<file path="config.mk">
export PLATFORM = sky130hd
export DESIGN_NAME = divider
export DESIGN_NICKNAME = d
export VERILOG_FILES = /design/src/rtl/divider_pkg.sv /design/src/rtl/divider_div_step.sv /design/src/rtl/divider.sv
export SDC_FILE = /design/constraint.sdc
export NUM_CORES = 1
export LEC_CHECK = 0
export CAP_MARGIN = 20
export CORE_ASPECT_RATIO = 1.25
export CORE_MARGIN = 2
export CORE_UTILIZATION = 50
export CTS_CLUSTER_DIAMETER = 120
export DETAILED_ROUTE_END_ITERATION = 10
export PLACE_DENSITY = 0.8
export SETUP_SLACK_MARGIN = 0.15
export SLEW_MARGIN = 20
export SYNTH_ARGS = -nofsm -noshare
export SYNTH_HDL_FRONTEND = slang
export SYNTH_HIERARCHICAL = 1
export SYNTH_SLANG_ARGS = --single-unit
</file>
<file path="constraint.sdc">
create_clock -name clk -period 3 [get_ports clk]
set_clock_uncertainty 0.2 [all_clocks]
set_input_delay 0.6 -clock clk [delete_from_list [all_inputs] [get_ports clk]]
set_output_delay 0.6 -clock clk [all_outputs]
set_load 0.01 [all_outputs]
</file>
<file path="src/rtl/divider_pkg.sv">
// Shared processor-wide definitions for the iterative divider.
package divider_pkg;

   // Operand / result width; the divider only supports 32.
   localparam int WIDTH = 32;

   // One quotient bit per iteration.
   localparam int DIV_ITERS = 32;

   // Width of the iteration counter.
   localparam int CNT_W = 6;

   // Quotient reported when the divisor is zero.
   localparam logic [WIDTH-1:0] DIV_ZERO_Q = 32'hFFFF_FFFF;

   // Divider control states.
   typedef enum logic {
      IDLE = 1'b0,
      RUN  = 1'b1
   } div_state_t;

endpackage

</file>
<file path="src/rtl/divider_div_step.sv">
// One combinational restoring-division iteration: shift in the next
// dividend bit, trial-subtract the divisor, keep the difference if it fits.
module divider_div_step
   import divider_pkg::*;
(
   input  logic [WIDTH-1:0] i_rem,
   input  logic             i_dvd_msb,
   input  logic [WIDTH-1:0] i_divisor,
   output logic [WIDTH-1:0] o_rem,
   output logic             o_qbit
);

   // The shifted remainder needs a 33rd bit: with a divisor near 2^32 the
   // partial remainder can exceed 2^31 before the shift.
   logic [WIDTH:0]   w_rem_sh;
   logic             w_ge;
   logic [WIDTH-1:0] w_sub;

   // Trial subtract. The compare is done at full 33-bit width; when it
   // succeeds the true difference is below the divisor, so the low 32 bits
   // of the modular subtract are already the exact result.
   always_comb begin
      w_rem_sh = {i_rem, i_dvd_msb};
      w_ge     = (w_rem_sh >= {1'b0, i_divisor});
      w_sub    = w_rem_sh[WIDTH-1:0] - i_divisor;
      o_qbit   = w_ge;
      o_rem    = w_ge ? w_sub : w_rem_sh[WIDTH-1:0];
   end

endmodule

</file>
<file path="src/rtl/divider.sv">
// Iterative 32-bit restoring divider for DIV/DIVU. Operands are reduced to
// magnitudes on start, 32 iterations produce quotient and remainder, and
// the signs are restored combinationally from the registered state.
module divider
   import divider_pkg::*;
(
   input  logic             clk,
   input  logic             reset,
   input  logic [WIDTH-1:0] a,
   input  logic [WIDTH-1:0] b,
   input  logic             start,
   input  logic             is_signed,
   output logic [WIDTH-1:0] q,
   output logic [WIDTH-1:0] r,
   output logic             div_active,
   output logic             div_by_zero
);

   localparam logic [CNT_W-1:0] LAST_ITER = CNT_W'(DIV_ITERS - 1);

   div_state_t       r_state;
   div_state_t       w_next_state;
   logic [CNT_W-1:0] r_cnt;
   logic [WIDTH-1:0] r_dvd;
   logic [WIDTH-1:0] r_divisor;
   logic [WIDTH-1:0] r_rem;
   logic [WIDTH-1:0] r_quot;
   logic [WIDTH-1:0] r_a_raw;
   logic             r_signed;
   logic             r_sign_a;
   logic             r_sign_b;
   logic             r_dz;
   logic [WIDTH-1:0] w_rem_next;
   logic             w_qbit;

   // Two's-complement negation.
   function automatic logic [WIDTH-1:0] negate(input logic [WIDTH-1:0] v);
      return ~v + 1'b1;
   endfunction

   // Magnitude of an operand; negated only when it is a signed negative.
   // 0x80000000 maps to itself, which is the correct unsigned magnitude.
   function automatic logic [WIDTH-1:0] magnitude(input logic [WIDTH-1:0] v,
                                                  input logic             neg);
      return neg ? negate(v) : v;
   endfunction

   divider_div_step u_step (
      .i_rem     (r_rem),
      .i_dvd_msb (r_dvd[WIDTH-1]),
      .i_divisor (r_divisor),
      .o_rem     (w_rem_next),
      .o_qbit    (w_qbit)
   );

   // State register.
   always_ff @(posedge clk) begin
      if (reset) begin
         r_state <= IDLE;
      end else begin
         r_state <= w_next_state;
      end
   end

   // Next state: start always (re)launches, RUN ends after the last iteration.
   always_comb begin
      w_next_state = r_state;
      case (r_state)
         IDLE: begin
            if (start) begin
               w_next_state = RUN;
            end
         end
         RUN: begin
            if (!start && (r_cnt == LAST_ITER)) begin
               w_next_state = IDLE;
            end
         end
         default: w_next_state = IDLE;
      endcase
   end

   // Operand capture on start, one restoring iteration per RUN cycle.
   // A start during RUN abandons the current operation and reloads.
   always_ff @(posedge clk) begin
      if (reset) begin
         r_cnt     <= '0;
         r_dvd     <= '0;
         r_divisor <= '0;
         r_rem     <= '0;
         r_quot    <= '0;
         r_a_raw   <= '0;
         r_signed  <= 1'b0;
         r_sign_a  <= 1'b0;
         r_sign_b  <= 1'b0;
         r_dz      <= 1'b0;
      end else if (start) begin
         r_cnt     <= '0;
         r_dvd     <= magnitude(a, is_signed && a[WIDTH-1]);
         r_divisor <= magnitude(b, is_signed && b[WIDTH-1]);
         r_rem     <= '0;
         r_quot    <= '0;
         r_a_raw   <= a;
         r_signed  <= is_signed;
         r_sign_a  <= a[WIDTH-1];
         r_sign_b  <= b[WIDTH-1];
         r_dz      <= (b == '0);
      end else if (r_state == RUN) begin
         r_cnt  <= r_cnt + CNT_W'(1);
         r_dvd  <= {r_dvd[WIDTH-2:0], 1'b0};
         r_rem  <= w_rem_next;
         r_quot <= {r_quot[WIDTH-2:0], w_qbit};
      end
   end

   // Sign fix-up and divide-by-zero override, from registered state.
   // A zero divisor reports the raw dividend as remainder regardless of mode.
   always_comb begin
      q = r_quot;
      r = r_rem;
      if (r_dz) begin
         q = DIV_ZERO_Q;
         r = r_a_raw;
      end else begin
         if (r_signed && (r_sign_a ^ r_sign_b)) begin
            q = negate(r_quot);
         end
         if (r_signed && r_sign_a) begin
            r = negate(r_rem);
         end
      end
   end

   assign div_active  = (r_state == RUN);
   assign div_by_zero = r_dz && (r_state == IDLE);

endmodule

</file>
* After elaboration in Yosys (flattened, before gate mapping)
Index checks and enable logic that the tools add are counted.
** Operators by class
- Add/subtract/negate cells :: 6
- Order comparisons :: 1
- Equal/unequal tests :: 1
- Muxes and demuxes :: 12
- Bitwise gates (word level) :: 6
- Reduce and logical (&&, ||, !) cells :: 10
** Operators by type and width (count)
- 32-bit 2-to-1 mux :: 9
- 32-bit by 1-bit adder with 32-bit output (second input constant) :: 4
- 32-bit inverter :: 4
- 33-bit by 32-bit >= comparator with 1-bit output :: 1
- 32-bit zero test :: 1
- 32-bit subtractor :: 1
- 6-bit by 1-bit adder with 6-bit output (second input constant) :: 1
- 6-bit by 5-bit equality test with 1-bit output (second input constant) :: 1
- 1-bit logical AND :: 6
- 1-bit 2-to-1 mux :: 2
- 1-bit one-hot mux with 2 select lines :: 1
- 2-bit nonzero test :: 1
- 2-bit OR reduction :: 1
- 1-bit zero test :: 1
- 1-bit inverter :: 1
- 1-bit bitwise XOR :: 1
** Word-level totals
- Flip-flop bits (word level) :: 171
- Output and inout bits :: 66
- Logic and storage cells :: 47

* Depth between registers and ports, before layout
Gate-level depths: netlist of run 1.
- Depth in word-level cells :: 4
- Depth in mapped cells :: 16
- Mapped depth without buffers :: 13

* Modules after synthesis
The synthesis of run 1 kept the hierarchy.
** By module, submodules not included
- divider :: instances 1, cells an instance 1171, area an instance 9776.9 µm²
- divider_div_step :: instances 1, cells an instance 323, area an instance 2331.0 µm²

* Worst setup path after synthesis of run 1
No wires, ideal clock.
- Kind :: reg2reg
- Start :: register r_rem[9]
- End :: register r_rem[21]
- Setup time :: 0.128 ns
- Arrival time :: 2.918 ns
- Data required time :: 2.672 ns
- Setup slack :: -0.245 ns
- Cell stages (with the launch flop) :: 16
- Path buffers :: 3
- Clock period less this slack :: 3.245 ns
- Cell sequence :: dfxtp_1 ha_1 clkbuf_1 nand4_1 a211oi_1 or3_4 nor4b_4 o21ai_2 a31oi_4 o21a_4 inv_2 buf_6 buf_12 mux2_4 mux2i_1 nor2_1
** On the way
- Word-level cells in the longest chain between the ends :: 2
** Ends and longest elaborated chain
- from (decl) :: RTL line divider.sv:26 : logic [WIDTH-1:0] r_rem;
- from (signal assigned) :: RTL line divider.sv:111 : r_rem <= w_rem_next;
- 33-bit by 32-bit >= comparator with 1-bit output :: RTL line divider_div_step.sv:24 : w_ge = (w_rem_sh >= {1'b0, i_divisor});
- net w_qbit :: RTL line divider.sv:34 : logic w_qbit;
- 32-bit 2-to-1 mux :: RTL line divider_div_step.sv:27 : o_rem = w_ge ? w_sub : w_rem_sh[WIDTH-1:0];
- net w_rem_next[21] :: RTL line divider.sv:33 : logic [WIDTH-1:0] w_rem_next;
The timed path passes the listed nets, and every way through them passes these cells.
A chain may end at the register's enable or synchronous reset.

* Final worst setup path of run 1
- Start :: register r_rem[6]
- End :: output port r[31]
** On the way
- Word-level cells in the longest chain between the ends :: 4
** Ends and longest elaborated chain
- 32-bit inverter :: RTL line divider.sv:38 : return ~v + 1'b1;
- 32-bit by 1-bit adder with 32-bit output :: RTL line divider.sv:38
- 32-bit 2-to-1 mux :: RTL line divider.sv:128 : if (r_signed && r_sign_a) begin
- 32-bit 2-to-1 mux :: RTL line divider.sv:121 : if (r_dz) begin
- to (decl) :: RTL line divider.sv:14 : output logic [WIDTH-1:0] r,
No other way between the ends.

==> results.yml, run 1 <==
global_routing:
  grt_pass1_vias: 13200
  antenna_found_initial: 5
  grt_usage_pct: 34.6
  grt_pass1_wl_mm: 69.2
  grt_max_degree: 53
  overflow: 0
cts:
  cts_sinks: 170
  cts_buffers: 17
  postCtsHoldBufs: 0
  cts-root-buf: "clkbuf_16"
  clk_pin_slew_ns: 0.07
  clkLatencyLatePin_ns: 0.45
  cts_tree: "built"
  clk_path_buf_depth: 2
  htreeDepth: 4
die:
  die_h_um: 178
  num_io_pins: 134
  fp.dieW_um: 143
  die_area_um2: 25500
  rows: 63
  initial_core_util_pct: 51.0
  core_area_um2: 23700
routing:
  route.detailed.wl_per_inst_um: 23.8
  m1WireLength_mm: 17.7
  via_count: 14300
  maxUsedRoutingLayer: "met5"
  wl_met2_mm: 24.1
  drc: 2
  wl_met3_mm: 5.19
  first_pass_iters: 10
  viasPerCell: 6.55
  ant_nets: 0
  drt_iter0_drc: 1841
  wirelength_mm: 52.0
yosys:
  ys_warn_count: 6
  yosysSeqAreaShare_pct: 28.1
  netlist_instances: 1494
  synth_edf_count: 0
  synth-async-reset-ratio_pct: 0
  netlist_area_um2: 12100
  synth_cell_types: 77
  ys_ff_latch: 170
  synth.net_count: 1600
  postSynthAreaPerCell_um2: 8.10
  synth-main-ff-cell: "dfxtp_1"
sta:
  drv_slew: 0
  finalCritPeriodShare_pct: 130
  worst-slew-pin-transition_ns: 0.865
  tns_ns: -33.91
  max_freq_mhz: 256
  period_minus_slack_ns: 3.91
  max_slew_margin_pct: 42.3
  setup_ws_ns: -0.908
  setup_viol: 81
  grt_setup_unrepaired: "true"
  finalHoldViolCount: 0
job:
  cap_violations: 0
power:
  power_mw: 5.99
  vdd_drop_max_mv: 0.439
  powerDensity_nw_per_um2: 336
  leakagePower_nw: 7.70
placement:
  io_buffers: 133
  place_congestion: 0.984
  dp_hpwl_mm: 29.4
cells_and_area:
  fin_nets: 1955
  area_growth_pct: 47.1
  final_layout_size_suffix_gt1_share_pct: 33.3
worst_setup_path:
  worstPathMaxFanout: 3
  crit_type: "flop to output pin"
  crit_start: "r_rem[6]"
  cp.required_ns: 2.20
  worstPathArrival_ns: 3.11
  reg2reg_from: "r_rem[6]"
  crit_path_end_kind: "output pin"
  worst-r2r-cell-count: 15
  cp-start-kind: "flop"
outcome:
  failed_checks: "design-rule violations, negative setup slack"
  status: "finished, violations left"
worst_hold_path:
  min-delay-start: "r_dvd[0]"
  hold_path_depth: 2
  hold_path_class: "flop to flop"
==> kinds of logic after synthesis <==
kind of cell,Yosys count,synth area share (%)
flip-flops,170,28.1
AND/OR/NAND/NOR,521,22.0
buffers and inverters,160,5.26
AO/OA/AOI/OAI,327,18.3
adder cells (fa/ha/maj),38,3.99
XOR/XNOR,127,9.19
multiplexers,151,13.2
==> metrics by stage <==
stage | setup WS (ns) | utilization (%) | instances | hold slack (ns) | area (um^2)
6_report | -0.908 | 75.1 | 2188 | 0.265 | 17800
3_3_place_gp | -0.636 | 65.1 | 2088 | 0.239 | 15500
2_1_floorplan | -0.131 | - | 1494 | 0.225 | 12300
4_1_cts | -0.609 | 71.9 | 2158 | 0.260 | 17100
5_1_grt | -0.928 | 75.1 | 2187 | 0.292 | 17800
3_5_place_dp | -0.591 | 65.1 | 2088 | 0.243 | 15500
==> layout by cell type (no fill, tap or decap), types with 19 or more instances in the layout <==
cell type / Yosys / routed
buf_2: 4 / 38
mux2i_1: 113 / 110
buf_4: 0 / 248
nor2_1: 194 / 189
xor2_1: 62 / 54
a211oi_1: 55 / 52
nor3_1: 28 / 25
o21ai_0: 75 / 44
a21oi_1: 59 / 52
a31oi_1: 21 / 20
xnor2_1: 65 / 62
ha_1: 37 / 25
nor2b_1: 29 / 27
mux2_4: 9 / 20
dfxtp_2: 0 / 19
nand2_1: 91 / 86
inv_1: 54 / 51
buf_6: 2 / 57
clkdlybuf4s50_1: 0 / 67
nand2b_1: 29 / 29
nor4_1: 26 / 19
dfxtp_1: 170 / 146
==> path summary, 6_finish.rpt <==
check | to | slack (ns)
worst min register to register | r_dvd[0] | 0.26
worst max-delay path | r[31] | -0.91
worst max register to register | r_rem[2] | -0.55
worst min-delay path | r_dvd[0] | 0.26
==> per-layer routing <==
layer	vias up	track usage (%)
met5	-	0
met4	6	21.6
met1	6692	39.2
met3	433	5.77
li1	6087	-
met2	1123	60.3
==> repair_timing <==
action,CTS,global route
buffers inserted,34,28
pin swaps,80,83
resized for setup,397,133
endpoints found under the hold margin,0,0
setup endpoints to repair,97,102
gates cloned,5,0
==> worst max-delay path: stages, from the launching register on <==
cell	delay, ns
dfxtp_2	0.33
or4_4	0.57
or4_4	0.56
buf_12	0.17
nor4_4	0.19
a21oi_1	0.24
o311ai_2	0.39
buf_2	0.21
==> report_power, final <==
| group | internal (mW) | switching, mW | total [mW] |
|---|---|---|---|
| logic | 0.584 | 0.708 | 1.29 |
| registers | 2.35 | 0.0700 | 2.42 |
| clock network | 1.26 | 1.01 | 2.27 |
==> cell usage after synthesis (all sizes together), types with 4 or more instances <==
cell type	count	area share (%)
a211o	4	0.29
a211oi	55	3.4
a21o	9	0.56
a21oi	60	2.5
a311oi	7	0.51
a31o	4	0.29
a31oi	22	1.3
a41oi	5	0.36
and2	8	0.41
and3	4	0.21
buf	14	0.73
clkbuf	91	2.8
dfxtp	170	28
ha	37	3.8
inv	55	1.7
mux2	38	3.8
mux2i	113	9.3
nand2	91	2.8
nand2b	29	1.5
nand3	16	0.66
nand3b	4	0.25
nand4	18	0.93
nor2	194	6.0
nor2b	29	1.5
nor3	29	1.2
nor3b	12	0.79
nor4	30	1.9
nor4b	6	0.56
o211ai	6	0.37
o21a	5	0.37
o21ai	76	3.2
o21bai	5	0.31
o22ai	7	0.36
o31ai	24	1.5
o41ai	18	1.6
or2	6	0.31
or3	18	0.97
or4	18	1.2
xnor2	65	4.7
xor2	62	4.5
==> flip-flops by register name, summed over array words and instances, names as in the netlist <==
signal      count
r_signed        1
r_dz            1
r_sign_b        1
r_quot         32
div_active      1
r_dvd          32
r_a_raw        32
r_divisor      32
r_rem          32
r_cnt           6
==> layout make-up <==
type | instances | area (um^2)
Inverter | 55 | 214
Multi-Input combinational cell | 1164 | 9310
Sequential cell | 170 | 3450
Clock inverter | 11 | 136
Clock buffer | 20 | 447
Timing Repair Buffer | 441 | 3850
Fill cell | 1412 | 5910
Antenna cell | 2 | 5.00
Tap cell | 325 | 407
Note: power is estimated with default switching activity, not from simulation.
==> inputs of run 2 (changes only) <==
--- a/config.mk
+++ b/config.mk
@@ -7,7 +7,7 @@
 export LEC_CHECK = 0
 export CAP_MARGIN = 20
 export CORE_ASPECT_RATIO = 1.25
-export CORE_MARGIN = 2
+export CORE_MARGIN = 1
 export CORE_UTILIZATION = 50
 export CTS_CLUSTER_DIAMETER = 120
 export DETAILED_ROUTE_END_ITERATION = 10
@@ -16,5 +16,4 @@
 export SLEW_MARGIN = 20
 export SYNTH_ARGS = -nofsm -noshare
 export SYNTH_HDL_FRONTEND = slang
-export SYNTH_HIERARCHICAL = 1
 export SYNTH_SLANG_ARGS = --single-unit
==> run 2 against run 1 <==
  * The run ends with negative setup slack left
  * Critical path type unchanged
  * Die area shrank 9.0%
  * Critical path depth grew 4
  * First-iteration DRC count shrank 1.4%
  * Synthesized area shrank 6.8%
  * Largest cell class unchanged
  * Highest routed layer is now met4
==> results.yml, run 2 <==
worst_hold_path:
  min_to: "r_divisor[24]"
  min-delay-start: "r_divisor[24]"
  hold_path_depth: 2
  hold_path_class: "flop to flop"
sta:
  max_freq_mhz: 267
  worst-slew-pin-transition_ns: 0.886
  max_slew_margin_pct: 40.9
  setup_viol: 73
  finalHoldViolCount: 0
  drv_slew: 0
  setup_ws_ns: -0.745
  period_minus_slack_ns: 3.74
  finalCritPeriodShare_pct: 125
  grt_setup_unrepaired: "true"
  tns_ns: -21.27
placement:
  io_buffers: 133
  dp.cells: 2005
  place_congestion: 0.974
  dp_hpwl_mm: 24.4
worst_setup_path:
  worstPathArrival_ns: 2.94
  crit_path_end_kind: "output pin"
  crit_type: "flop to output pin"
  worst-r2r-cell-count: 17
  crit_top_cell: "buf_4"
  crit_family: "simple AND/OR/NAND/NOR gates"
  reg2reg_from: "r_rem[17]"
  r2r_slack_ns: -0.22
  crit_start: "r_rem[17]"
  worst-path-buf-inv: 3
  r2r-end: "r_rem[31]"
  max_stage_delay_ns: 0.56
  cp.required_ns: 2.20
  path_cells: "or4_4, nor3_4, nor2b_4, nand2_4, nor4_4, buf_4, buf_6, nor2_2, xnor2_1, o21ai_1, buf_4"
  critPathSlowestCell: "or4_4"
  worstPathMaxFanout: 3
  cp-start-kind: "flop"
yosys:
  synth-async-reset-ratio_pct: 0
  synth_top_area_share_pct: 30.1
  synth.most_common_cell: "dfxtp_1"
  synth-main-ff-cell: "dfxtp_1"
  synth_edf_count: 0
  synth_cell_types: 65
  yosysSeqAreaShare_pct: 30.1
  postSynthAreaPerCell_um2: 7.65
  netlist_area_um2: 11300
  synth.largest_area_cell: "dfxtp_1"
  netlist_instances: 1476
  ys_ff_latch: 170
  ys_warn_count: 0
  synth.net_count: 1582
  synth.area.top_cells: "dfxtp_1, mux2i_1, xnor2_1"
  synth.top_cells.by_count: "dfxtp_1, nand2_1, nor2_1"
die:
  die_area_um2: 23200
  die_h_um: 170
  num_io_pins: 134
  initial_core_util_pct: 50.8
  rows: 61
  fp.dieW_um: 136
  core_area_um2: 22200
outcome:
  failed_checks: "negative setup slack"
  status: "finished, violations left"
routing:
  drc: 0
  first_pass_iters: 6
  ant_nets: 0
  drt_iter0_drc: 1815
  via_count: 13400
  route.detailed.wl_per_inst_um: 20.5
  wirelength_mm: 43.3
  viasPerCell: 6.33
cells_and_area:
  register_area_um2: 3450
  multi_input_area_um2: 8390
  layout_common_cells: "buf_4, nor2_1, dfxtp_1"
  area_growth_pct: 46.4
  final_common_cell: "buf_4"
  instances_no_fill: 2116
  antenna_cells: 0
  nFillCells: 1432
  final_layout_size_suffix_gt1_share_pct: 30.7
  fin_nets: 1926
cts:
  postCtsHoldBufs: 0
  htreeDepth: 4
  clk_pin_slew_ns: 0.07
  clk_path_buf_depth: 2
  cts-root-buf: "clkbuf_16"
  clkLatencyLatePin_ns: 0.45
  cts_sinks: 170
  cts_tree: "built"
  cts_buffers: 17
power:
  leakagePower_nw: 6.95
  powerDensity_nw_per_um2: 438
  vdd_drop_max_mv: 0.468
  power_mw: 7.24
global_routing:
  grt_pass1_vias: 12000
  antenna_found_initial: 0
  overflow: 0
  grt_max_degree: 81
  grt_pass1_wl_mm: 58.5
  grt_usage_pct: 31.7
job:
  cap_violations: 0
## run 2: cell types whose count changed in the layout (fill, tap and decap cells not counted), sizes merged, moves of 17 or more
| cell | delta |
|---|---|
| nand2 | +62 |
| nor2 | -41 |
| mux2 | -38 |
| mux2i | -35 |
| o21ai | +32 |
| a21oi | +28 |
| buf | -22 |
| nand2b | -17 |
## run 2: cell families (layout without fill, tap and decap cells)
kind of cell	Yosys count	after routing	share of synthesized area [%]
AOI/OAI and AO/OA	400	400	22.4
muxes	78	78	6.92
and+or+nand+nor	504	504	20.9
DFF	170	170	30.1
buffers and inverters	154	511	5.20
adders and majority gates	38	38	4.28
xor gates and xnor gates	132	132	10.2
## run 2: through the flow
step	utilization, %	cell area, um^2	hold WS, ns	worst slack, ns
global route	74.4	16500	0.313	-0.748
floorplan	-	11500	0.245	-0.222
CTS	70.8	15700	0.288	-0.526
detailed placement	64.7	14400	0.267	-0.813
global placement	64.7	14400	0.255	-0.761
finish	74.4	16500	0.287	-0.745
## run 2: worst max path at each step
stage	endpoint	slack [ns]	cells after the start
final	r[26]	-0.74	11
after global routing	r[26]	-0.75	11
after CTS	q[31]	-0.53	10
after detailed placement	r_divisor[29]	-0.81	9
after global placement	r_divisor[25]	-0.76	9
after floorplan	r_divisor[21]	-0.22	7
## run 2: worst register-to-register path, cell delays in order (launching register included)
cell	delay [ns]
dfxtp_2	0.33
buf_4	0.17
ha_4	0.27
nand4_1	0.16
buf_4	0.18
buf_4	0.12
buf_4	0.12
buf_4	0.12
buf_4	0.12
buf_4	0.12
buf_4	0.12
buf_4	0.12
buf_4	0.15
o41ai_4	0.20
buf_4	0.17
a31oi_1	0.08
xor2_1	0.24
o21ai_1	0.09
## run 2: cell type report
| type | count | share of cell area (%) |
|---|---|---|
| tap | 283 | 2.14 |
| clock inverter | 14 | 0.764 |
| inverter | 59 | 1.34 |
| clock buffer | 18 | 2.60 |
| sequential | 170 | 20.8 |
| timing repair buffer | 420 | 21.6 |
| multi-input combinational | 1152 | 50.7 |
## run 2: metal layers
metal | part of all wire, % | vias up | track usage, %
met4 | 6.5 | 0 | 17.7
met3 | 9.7 | 285 | 5.51
li1 | - | 5948 | -
met5 | 0 | - | 0
met1 | 37 | 6209 | 37.8
met2 | 47 | 942 | 53.5
## run 2: what timing repair did
action,4_1_cts,5_1_grt
setup buffers,43,34
resized for setup,406,123
cloned,1,1
pin swaps,101,109
setup endpoints to repair,110,112
## run 2: power by group
group	switching [mW]	leakage, nW	internal, mW
clock	1.08	0.265	1.09
sequential	0.0959	1.41	2.37
combinational	1.35	5.28	1.25
total	2.53	6.95	4.71
==> inputs of run 3 (changes only) <==
--- a/config.mk
+++ b/config.mk
@@ -11,6 +11,7 @@
 export CORE_UTILIZATION = 50
 export CTS_CLUSTER_DIAMETER = 120
 export DETAILED_ROUTE_END_ITERATION = 10
+export HOLD_SLACK_MARGIN = 0.03
 export PLACE_DENSITY = 0.8
 export SETUP_SLACK_MARGIN = 0.15
 export SLEW_MARGIN = 20
==> results of run 3 <==
The final DEF is identical to that of run 2; final timing and power are the same.
